`config.mk`:
```
export PLATFORM = sky130hd
export DESIGN_NAME = mvme_4ch_rr_sched
export DESIGN_NICKNAME = d
export VERILOG_FILES = /design/src/rtl/mvme_4ch_rr_sched.sv
export SDC_FILE = /design/constraint.sdc
export NUM_CORES = 1
export LEC_CHECK = 0
export ABC_AREA = 1
export BUFFER_PORTS_ARGS = -buffer_cell sky130_fd_sc_hd__buf_2
export CAP_MARGIN = 5
export CORE_AREA = 2 2 630 632
export DETAILED_ROUTE_END_ITERATION = 10
export DIE_AREA = 0 0 632 634
export GPL_TIMING_DRIVEN = 0
export PLACE_DENSITY = 0.31
export REMOVE_ABC_BUFFERS = 1
export SYNTH_ARGS = -nofsm -noshare
export SYNTH_HDL_FRONTEND = slang
export SYNTH_SLANG_ARGS = --single-unit
export TNS_END_PERCENT = 1
```
`constraint.sdc`:
```
create_clock -name clk -period 4.7 [get_ports clk]
set_clock_uncertainty 0.1 [all_clocks]
set_input_delay 0 -clock clk [delete_from_list [all_inputs] [get_ports clk]]
set_output_delay 0 -clock clk [all_outputs]
set_load 0.005 [all_outputs]
```
`src/rtl/mvme_4ch_rr_sched.sv`:
```
// Round-robin scheduler sharing one fixed-latency Q8.27 4-channel MAC datapath
// among NUM_REQ requesters, with per-requester credit limits and sticky overload.
module mvme_4ch_rr_sched #(
  parameter int NUM_REQ = 4,
  parameter int LATENCY = 10,
  parameter int MAX_OUT = 4,
  parameter int W       = 35,
  localparam int IDW    = (NUM_REQ > 1) ? $clog2(NUM_REQ) : 1,
  localparam int CW     = $clog2(MAX_OUT + 1)
) (
  input  logic                     clk,
  input  logic                     rst_n,
  input  logic                     enable,
  input  logic [NUM_REQ-1:0]       req_valid,
  output logic [NUM_REQ-1:0]       req_ready,
  input  logic [NUM_REQ*8*W-1:0]   req_opnd,
  output logic [8*W-1:0]           dp_opnd,
  input  logic [W-1:0]             dp_total,
  input  logic [W-1:0]             dp_ab_cd,
  input  logic [W-1:0]             dp_ef_gh,
  input  logic                     dp_overload,
  output logic                     rsp_valid,
  output logic [IDW-1:0]           rsp_id,
  output logic [W-1:0]             rsp_total,
  output logic [W-1:0]             rsp_ab_cd,
  output logic [W-1:0]             rsp_ef_gh,
  output logic                     rsp_overload,
  output logic [NUM_REQ-1:0]       ovl_sticky,
  input  logic [NUM_REQ-1:0]       ovl_clr,
  output logic                     idle
);

  logic [IDW-1:0]     rr_ptr;
  logic [IDW-1:0]     gnt_id;
  logic [IDW:0]       cand_sum;
  logic [IDW-1:0]     cand;
  logic               accept;
  logic [NUM_REQ-1:0] elig;
  logic [NUM_REQ-1:0] grant;
  logic [NUM_REQ-1:0] inc_v;
  logic [NUM_REQ-1:0] dec_v;
  logic [NUM_REQ-1:0] set_v;
  logic [NUM_REQ-1:0] cnt_nz;
  logic [CW-1:0]      out_cnt [NUM_REQ];

  // Stage 0 is loaded together with dp_opnd; stage LATENCY lines up with dp_*.
  logic [LATENCY:0]   tag_v;
  logic [IDW-1:0]     tag_id [LATENCY+1];

  always_comb begin
    elig = '0;
    for (int unsigned i = 0; i < NUM_REQ; i++) begin
      elig[i] = rst_n & enable & req_valid[i] & (out_cnt[i] < CW'(MAX_OUT));
    end
  end

  always_comb begin
    grant    = '0;
    gnt_id   = '0;
    accept   = 1'b0;
    cand_sum = '0;
    cand     = '0;
    for (int unsigned k = 1; k <= NUM_REQ; k++) begin
      cand_sum = {1'b0, rr_ptr} + (IDW+1)'(k);
      if (cand_sum >= (IDW+1)'(NUM_REQ)) cand_sum = cand_sum - (IDW+1)'(NUM_REQ);
      cand = cand_sum[IDW-1:0];
      if (!accept && elig[cand]) begin
        accept      = 1'b1;
        grant[cand] = 1'b1;
        gnt_id      = cand;
      end
    end
  end

  assign req_ready = grant;

  always_comb begin
    inc_v  = '0;
    dec_v  = '0;
    set_v  = '0;
    cnt_nz = '0;
    for (int unsigned i = 0; i < NUM_REQ; i++) begin
      inc_v[i]  = accept && (gnt_id == IDW'(i));
      dec_v[i]  = rsp_valid && (rsp_id == IDW'(i));
      set_v[i]  = dec_v[i] && rsp_overload;
      cnt_nz[i] = |out_cnt[i];
    end
  end

  assign idle = ~(|tag_v) & ~(|cnt_nz);

  always_ff @(posedge clk or negedge rst_n) begin
    if (!rst_n) begin
      rr_ptr  <= IDW'(NUM_REQ - 1);
      dp_opnd <= '0;
      tag_v   <= '0;
      for (int unsigned k = 0; k <= LATENCY; k++) tag_id[k] <= '0;
    end else begin
      tag_v     <= {tag_v[LATENCY-1:0], accept};
      tag_id[0] <= gnt_id;
      for (int unsigned k = 1; k <= LATENCY; k++) tag_id[k] <= tag_id[k-1];
      if (accept) begin
        rr_ptr  <= gnt_id;
        dp_opnd <= req_opnd[gnt_id*8*W +: 8*W];
      end
    end
  end

  always_ff @(posedge clk or negedge rst_n) begin
    if (!rst_n) begin
      rsp_valid    <= 1'b0;
      rsp_id       <= '0;
      rsp_total    <= '0;
      rsp_ab_cd    <= '0;
      rsp_ef_gh    <= '0;
      rsp_overload <= 1'b0;
    end else begin
      rsp_valid <= tag_v[LATENCY];
      rsp_id    <= tag_id[LATENCY];
      if (tag_v[LATENCY]) begin
        rsp_total    <= dp_total;
        rsp_ab_cd    <= dp_ab_cd;
        rsp_ef_gh    <= dp_ef_gh;
        rsp_overload <= dp_overload;
      end
    end
  end

  // Retires act on the registered count, so a freed slot is grantable one cycle later.
  always_ff @(posedge clk or negedge rst_n) begin
    if (!rst_n) begin
      ovl_sticky <= '0;
      for (int unsigned i = 0; i < NUM_REQ; i++) out_cnt[i] <= '0;
    end else begin
      ovl_sticky <= set_v | (ovl_sticky & ~ovl_clr);
      for (int unsigned i = 0; i < NUM_REQ; i++) begin
        if (inc_v[i] && !dec_v[i])      out_cnt[i] <= out_cnt[i] + CW'(1);
        else if (dec_v[i] && !inc_v[i]) out_cnt[i] <= out_cnt[i] - CW'(1);
      end
    end
  end

endmodule

```
=== Yosys cells after proc, flatten, opt, wreduce, memory -nomap -nowiden ===
Cells that the tools add are included.

* Bits in registers: 440
* Latch bits: 0
* RAM bits: 0
* Memory bits (read-only): 0
* Input port bits: 1,237
* Output and inout port bits: 398
* Word-level logic and storage cells: 169
* Memories kept: 0

* Add/sub/neg operators: 16
* Multiply operators: 1
* Div/mod/pow operators: 0
* Magnitude comparators: 16
* Equality and inequality tests: 6
* Shifts and indexed selects: 1
* Muxes and demuxes: 40
* Bitwise operators: 18
* Reductions and logical operators: 46

{| class="wikitable"
|+ Operator list
! kind !! count
|-
| 1120-bit by 12-bit variable part select with 280-bit output || 1
|-
| 1-bit logical AND || 27
|-
| 3-bit 2-to-1 mux || 8
|-
| 2-bit 2-to-1 mux || 8
|-
| 4-bit 2-to-1 mux || 4
|-
| 4-bit bitwise OR || 4
|-
| 3-bit by 1-bit adder with 3-bit output, second input constant || 4
|-
| 3-bit greater-or-equal comparator, second input constant || 4
|-
| 2-bit by 3-bit less-than comparator with 1-bit output, second input constant || 4
|-
| 3-bit less-than comparator, second input constant || 4
|-
| 1-bit 2-to-1 mux || 12
|-
| 12-bit OR reduction || 1
|-
| 3-bit by 1-bit subtractor with 3-bit output, second input constant || 4
|-
| 1-bit zero test || 11
|-
| 11-bit OR reduction || 1
|-
| 1-bit AND || 10
|-
| 1-bit binary-select mux with 2-bit select || 4
|-
| 1-bit demux with 2-bit select || 4
|-
| 2-bit equality test, second input constant || 4
|-
| 2-bit by 1-bit greater-or-equal comparator with 1-bit output, second input constant || 4
|-
| 2-bit by 6-bit multiplier with 8-bit output, second input constant || 1
|-
| 2-bit nonzero test || 4
|-
| 2-bit by 1-bit subtractor with 2-bit output, second input constant || 4
|-
| 2-bit by 2-bit adder with 3-bit output, second input constant || 2
|-
| other kinds (7) || 10
|}

=== Depth between registers and ports, before layout ===
* Word-level depth: 21
* Mapped depth: 22
* Depth with buffers taken out: 19

=== Worst setup path after synthesis ===
No wires, ideal clock.

* Kind: register to register
* Start: register rr_ptr[0]
* End: register out_cnt[8] (netlist bit)
* Library setup time: 0.124 ns
* Arrival: 3.350 ns
* Data required time: 4.476 ns
* Path slack: 1.126 ns
* Cell stages (with the launch flop): 22
* Path buffers: 4
* Clock period less this slack: 3.574 ns
* Cells stage by stage: dfstp_2 -> buf_4 -> inv_4 -> ha_1 -> inv_1 -> nand3_1 -> nand2_2 -> nand2_1 -> nor2_2 -> nand3_2 -> nand2_2 -> buf_4 -> buf_4 -> buf_2 -> inv_1 -> nor2_1 -> ha_1 -> inv_1 -> fa_1 -> a21oi_1 -> o21ai_0 -> xnor2_1

* Word-level cells in the longest chain between the ends: 20
* Elaborated cells between the ends (all ways): 45
* Classes of those cells: 8 x add/sub; 4 x order compare; 1 x eq/ne; 21 x mux; 11 x reduce/logical

{| class="wikitable"
|+ Ends and longest elaborated chain
! what !! line !! source
|-
| from (decl) || 33 || <nowiki>logic [IDW-1:0] rr_ptr;</nowiki>
|-
| from (signal assigned) || 94 || <nowiki>rr_ptr <= IDW'(NUM_REQ - 1);</nowiki>
|-
| from (signal assigned) || 103 || <nowiki>rr_ptr <= gnt_id;</nowiki>
|-
| 2-bit by 1-bit adder with 3-bit output || 64 || <nowiki>cand_sum = {1'b0, rr_ptr} + (IDW+1)'(k);</nowiki>
|-
| 3-bit greater-or-equal comparator / 2-bit by 1-bit subtractor with 2-bit output (equally long branches) || 65 || <nowiki>if (cand_sum >= (IDW+1)'(NUM_REQ)) cand_sum = cand_sum - (IDW+1)'(NUM_REQ);</nowiki>
|-
| 2-bit 2-to-1 mux || 65 ||
|-
| 1-bit binary-select mux with 2-bit select || 67 || <nowiki>if (!accept && elig[cand]) begin</nowiki>
|-
| 1-bit 2-to-1 mux (not written as such) || 67 ||
|-
| 1-bit 2-to-1 mux || 67 ||
|-
| 1-bit zero test || 67 ||
|-
| 1-bit logical AND || 67 ||
|-
| (+5 left out) || n/a ||
|-
| 1-bit logical AND || 67 ||
|-
| 2-bit 2-to-1 mux (*) || 67 ||
|-
| via gnt_id[0] || 34 || <nowiki>logic [IDW-1:0] gnt_id;</nowiki>
|-
| 2-bit by 1-bit equality test with 1-bit output (*) || 83 || <nowiki>inc_v[i] = accept && (gnt_id == IDW'(i));</nowiki>
|-
| 1-bit logical AND (*) || 83 ||
|-
| 1-bit zero test || 138 || <nowiki>else if (dec_v[i] && !inc_v[i]) out_cnt[i] <= out_cnt[i] - CW'(1);</nowiki>
|-
| 1-bit logical AND || 138 ||
|-
| 2-bit nonzero test (no line) || n/a ||
|-
| to (signal, indexed assignment) || 137 || <nowiki>if (inc_v[i] && !dec_v[i]) out_cnt[i] <= out_cnt[i] + CW'(1);</nowiki>
|-
| to (signal, indexed assignment) || 138 ||
|-
| to (decl) || 44 || <nowiki>logic [CW-1:0] out_cnt [NUM_REQ];</nowiki>
|}

The timed path passes the listed nets; every way through them passes the cells marked *. The select of a mux whose other input is x is not followed.
A chain may end at the register's enable or synchronous reset.

=== Worst setup path after layout ===
* Start: register rr_ptr[1]
* End: register dp_opnd[252]

* Word-level cells in the longest chain between the ends: 17
* Elaborated cells between the ends (all ways): 40
* Classes of those cells: 8 x add/sub; 1 x mul; 4 x order compare; 1 x shift; 20 x mux; 6 x reduce/logical

{| class="wikitable"
|+ Ends and longest elaborated chain
! what !! line !! source
|-
| 2-bit by 1-bit adder with 3-bit output || 64 ||
|-
| 3-bit greater-or-equal comparator / 2-bit by 1-bit subtractor with 2-bit output (equally long branches) || 65 ||
|-
| 2-bit 2-to-1 mux || 65 ||
|-
| 1-bit binary-select mux with 2-bit select || 67 ||
|-
| 1-bit 2-to-1 mux (not written as such) || 67 ||
|-
| 1-bit 2-to-1 mux || 67 ||
|-
| 1-bit zero test || 67 ||
|-
| 1-bit logical AND || 67 ||
|-
| 1-bit 2-to-1 mux || 67 ||
|-
| 1-bit zero test || 67 ||
|-
| 1-bit logical AND || 67 ||
|-
| 1-bit 2-to-1 mux || 67 ||
|-
| 1-bit zero test || 67 ||
|-
| 1-bit logical AND || 67 ||
|-
| 2-bit 2-to-1 mux || 67 ||
|-
| 2-bit by 6-bit multiplier with 8-bit output || 104 || <nowiki>dp_opnd <= req_opnd[gnt_id*8*W +: 8*W];</nowiki>
|-
| 1120-bit by 12-bit variable part select with 280-bit output || 104 ||
|-
| to (signal assigned) || 104 ||
|-
| to (decl) || 17 || <nowiki>output logic [8*W-1:0] dp_opnd,</nowiki>
|}

Several ways; a longest one is shown, not always the timed one. The select of a mux whose other input is x is not followed.

==> flow_summary.toml <==
[synth]
synth_most_common_cell = "nand2_1"
synth_cell_types = 31
avgSynthCellArea_um2 = 6.82
ys.flop_type = "dfrtp_1"
ys_warn_count = 0
synthArstFlopShare_pct = 100
synth_seq_area_share_pct = 39.0
syn_area_um2 = 28200
synth_top_area_share_pct = 38.8
synth_edf_count = 0
synth-seq-cells = 440
synth_cells = 4137
synth_area_leaders = "dfrtp_1 39%, nand2_1 17%, nand3_1 12%, inv_1 11%, mux2_2 4.3%"
synth_commonest_cells = "1255 x nand2_1, 843 x inv_1, 687 x nand3_1"
synth_top_area_cell = "dfrtp_1"

[detailed_routing]
vias = 41624
first_iter_violations = 2014
wl_um = 298000
wl_met1_um = 111000
wl_per_cell_um = 23.2
drcViolationCount = 0
routed.top_layer = "met5"
ant_nets = 0
wl_met3_um = 22100
routed-wl-met2_um = 149000
vias_per_cell = 3.24
dr.pass1.iters = 6

[sta]
slew_violations = 0
maxSlewHeadroom_pct = 38.0
grt_setup_unrepaired = "true"
fmax_mhz = 217
hold-worst-slack_ps = -90.6
setup_viol = 0
final_hold_viol_count = 2
worst_slack_ps = 98.8
fin_crit_ps = 4600
worst_pin_slew_ps = 926
post-route-period-util_pct = 97.9
tns_ps = 0

[final_layout]
num-nets-final = 8662
drive_above_1_share_pct = 27.0
area_growth_pct = 126
final_cell_count_no_fill = 12849
post-route-cell-area_um2 = 63900
fillers = 45438
final_util_pct = 16.2

[die]
fp.dieW_um = 632
core_um2 = 394000
dieArea_um2 = 401000
die_y_um = 634
pin_count = 1635
core.rowCount = 231
start_util_pct = 7.16

[global_route]
grt_antenna_before_repair = 257
grt-ovfl-total = 0
grt_pass1_wl_um = 382000
grt_start_max_net_pins = 110
grt_pass1_vias = 41236
track_usage_pct = 14.2

[worst_setup_path]
cp.required_ps = 5260
cp_top_family = "buffers and inverters"
r2r-start = "rr_ptr[1]"
worst-path-buf-inv = 11
slowest_stage = "dfstp_2"
reg2reg_slack_ps = 100
reg2reg_to = "dp_opnd[252]"
cp-start-kind = "flop"
arrival_ps = 5160
endpoint_kind = "flop"
max_stage_delay_ps = 630
crit_cells = 22
reg2regPathDepth = 22
path_max_fanout = 39
path_class = "flop to flop"
crit_chain = "inv_1 > ha_4 > inv_1 > nand3_1 > nand2_2 > inv_2 > nand2_1 > nand2_1 > nor2_4 > buf_4 > buf_12 > buf_12 > buf_12 > buf_12 > buf_12 > buf_16 > nand3_1 > nand3_1 > dlygate4sd3_1 > nand2_1 > nand2_1 > nand2_1"

[worst_hold_path]
min-delay-start = "req_opnd[952]"
worstHoldPathType = "primary input to flop"
hold_end = "dp_opnd[112]"
hold_path_depth = 5

[clocking]
clockRootBuffer = "clkbuf_16"
h-tree-depth = 3
cts_tree = "done"
clk_path_buf_depth = 4
clkTransAtPathRegs_ps = 60
cts_made_buffers = 75
clock_latency_ps = 790
cts.sinks = 440

[power_and_ir_drop]
power.leakage_nw = 31.2
peakVddDrop_mv = 0.663
p_per_area_nw_per_um2 = 559

[placed_design]
io_buffers = 1634
gp_congestion = 0.856
dp_slack_ps = -1150
placed_area_um2 = 43100
dpl.hpwl_um = 239000
dp.cells = 10796

[outcome]
violations = "hold timing"
outcome = "finished, violations left"

[job]
cap_violations = 0
routing by layer:
metal  vias to the layer above  GRT usage, %
met5                         -             0
met4                        72          6.29
met3                       627          4.22
met2                      1698          25.4
met1                     19737          15.3
li1                      19490             -
state kept, by name, indices dropped and copies added, names as in the netlist, 2 cells and up:
name and count:
rr_ptr 2, ovl_sticky 4, rsp_ab_cd 35, tag_v 11, dp_opnd 280, out_cnt 12, rsp_ef_gh 35, rsp_total 35
rsp_id 2, tag_id 22
worst register-to-register path, stage by stage (launching register included):
cell	delay, ps
dfstp_2	630
inv_1	210
ha_4	280
inv_1	110
nand3_1	100
nand2_2	140
inv_2	80
nand2_1	60
nand2_1	100
nor2_4	140
buf_4	180
buf_12	180
buf_12	290
buf_12	230
buf_12	270
buf_12	220
buf_16	210
nand3_1	130
nand3_1	90
dlygate4sd3_1	550
nand2_1	60
nand2_1	50
nand2_1	60
how the worst max path moves through the flow:
| stage | from | endpoint |
|---|---|---|
| after floorplan | rr_ptr[0] | out_cnt[10] |
| after global placement | rst_n | out_cnt[1] |
| after detailed placement | rst_n | dp_opnd[35] |
| after CTS | rr_ptr[0] | out_cnt[8] |
| after global routing | rr_ptr[1] | dp_opnd[252] |
| final | rr_ptr[1] | dp_opnd[252] |
layout make-up:
class	count	area, µm²	share of cell area, %
Inverter	848	3200	5.01
Sequential cell	440	11000	17.2
Clock buffer	105	2180	3.41
Multi-Input combinational cell	2582	12900	20.2
Timing Repair Buffer	3462	27500	43.0
Clock inverter	23	144	0.225
Tap cell	5242	6560	10.3
Antenna cell	147	368	0.576
what timing repair did:
action / 4_1_cts / 5_1_grt
resized for setup: 7 / 1
pin swaps: 4 / 3
buffers inserted: 7 / 9
gates cloned: 6 / 2
hold buffers: 1753 / 1
endpoints found under the hold margin: 669 / 1
setup endpoints to repair: 251 / 142
placed cells by master, fill, tap and decap left out, types with 8 or more instances in the layout:
cell / instances
clkbuf_8: 15
clkbuf_1: 13
nor2_1: 13
diode_2: 147
mux2_2: 109
or2_2: 47
or2_1: 104
dfrtp_1: 437
a21oi_1: 157
inv_1: 843
xnor2_1: 8
clkbuf_16: 78
dlygate4sd3_1: 1743
o211ai_1: 151
clkinv_2: 14
nand3_1: 687
buf_12: 26
ha_1: 11
buf_2: 1633
buf_4: 14
buf_16: 41
nand2_1: 1252
kinds of logic (layout without fill, tap and decap cells):
group	after synthesis	in the layout	synth area share [%]
and+or+nand+nor	2122	2126	32.8
buffers and inverters	1119	4438	15.6
DFF	440	440	39.0
AOI/OAI and AO/OA	323	323	7.17
muxes	109	109	4.35
adders and majority gates	16	16	0.815
xor gates and xnor gates	8	8	0.248
other	0	147	0
stage by stage:
stage,power (mW),hold WS [ps]
CTS,36.3,0.164
floorplan,16.5,-396
global route,38.6,10.1
global placement,21.0,90.9
detailed placement,27.4,-105
finish,35.7,-90.6
power breakdown:
part / internal, mW / total (mW) / switching, mW
Sequential: 5.86 / 6.92 / 1.06
Combinational: 8.73 / 23.1 / 14.4
Clock: 3.23 / 5.69 / 2.47
Power figures use the tool's default switching activity.
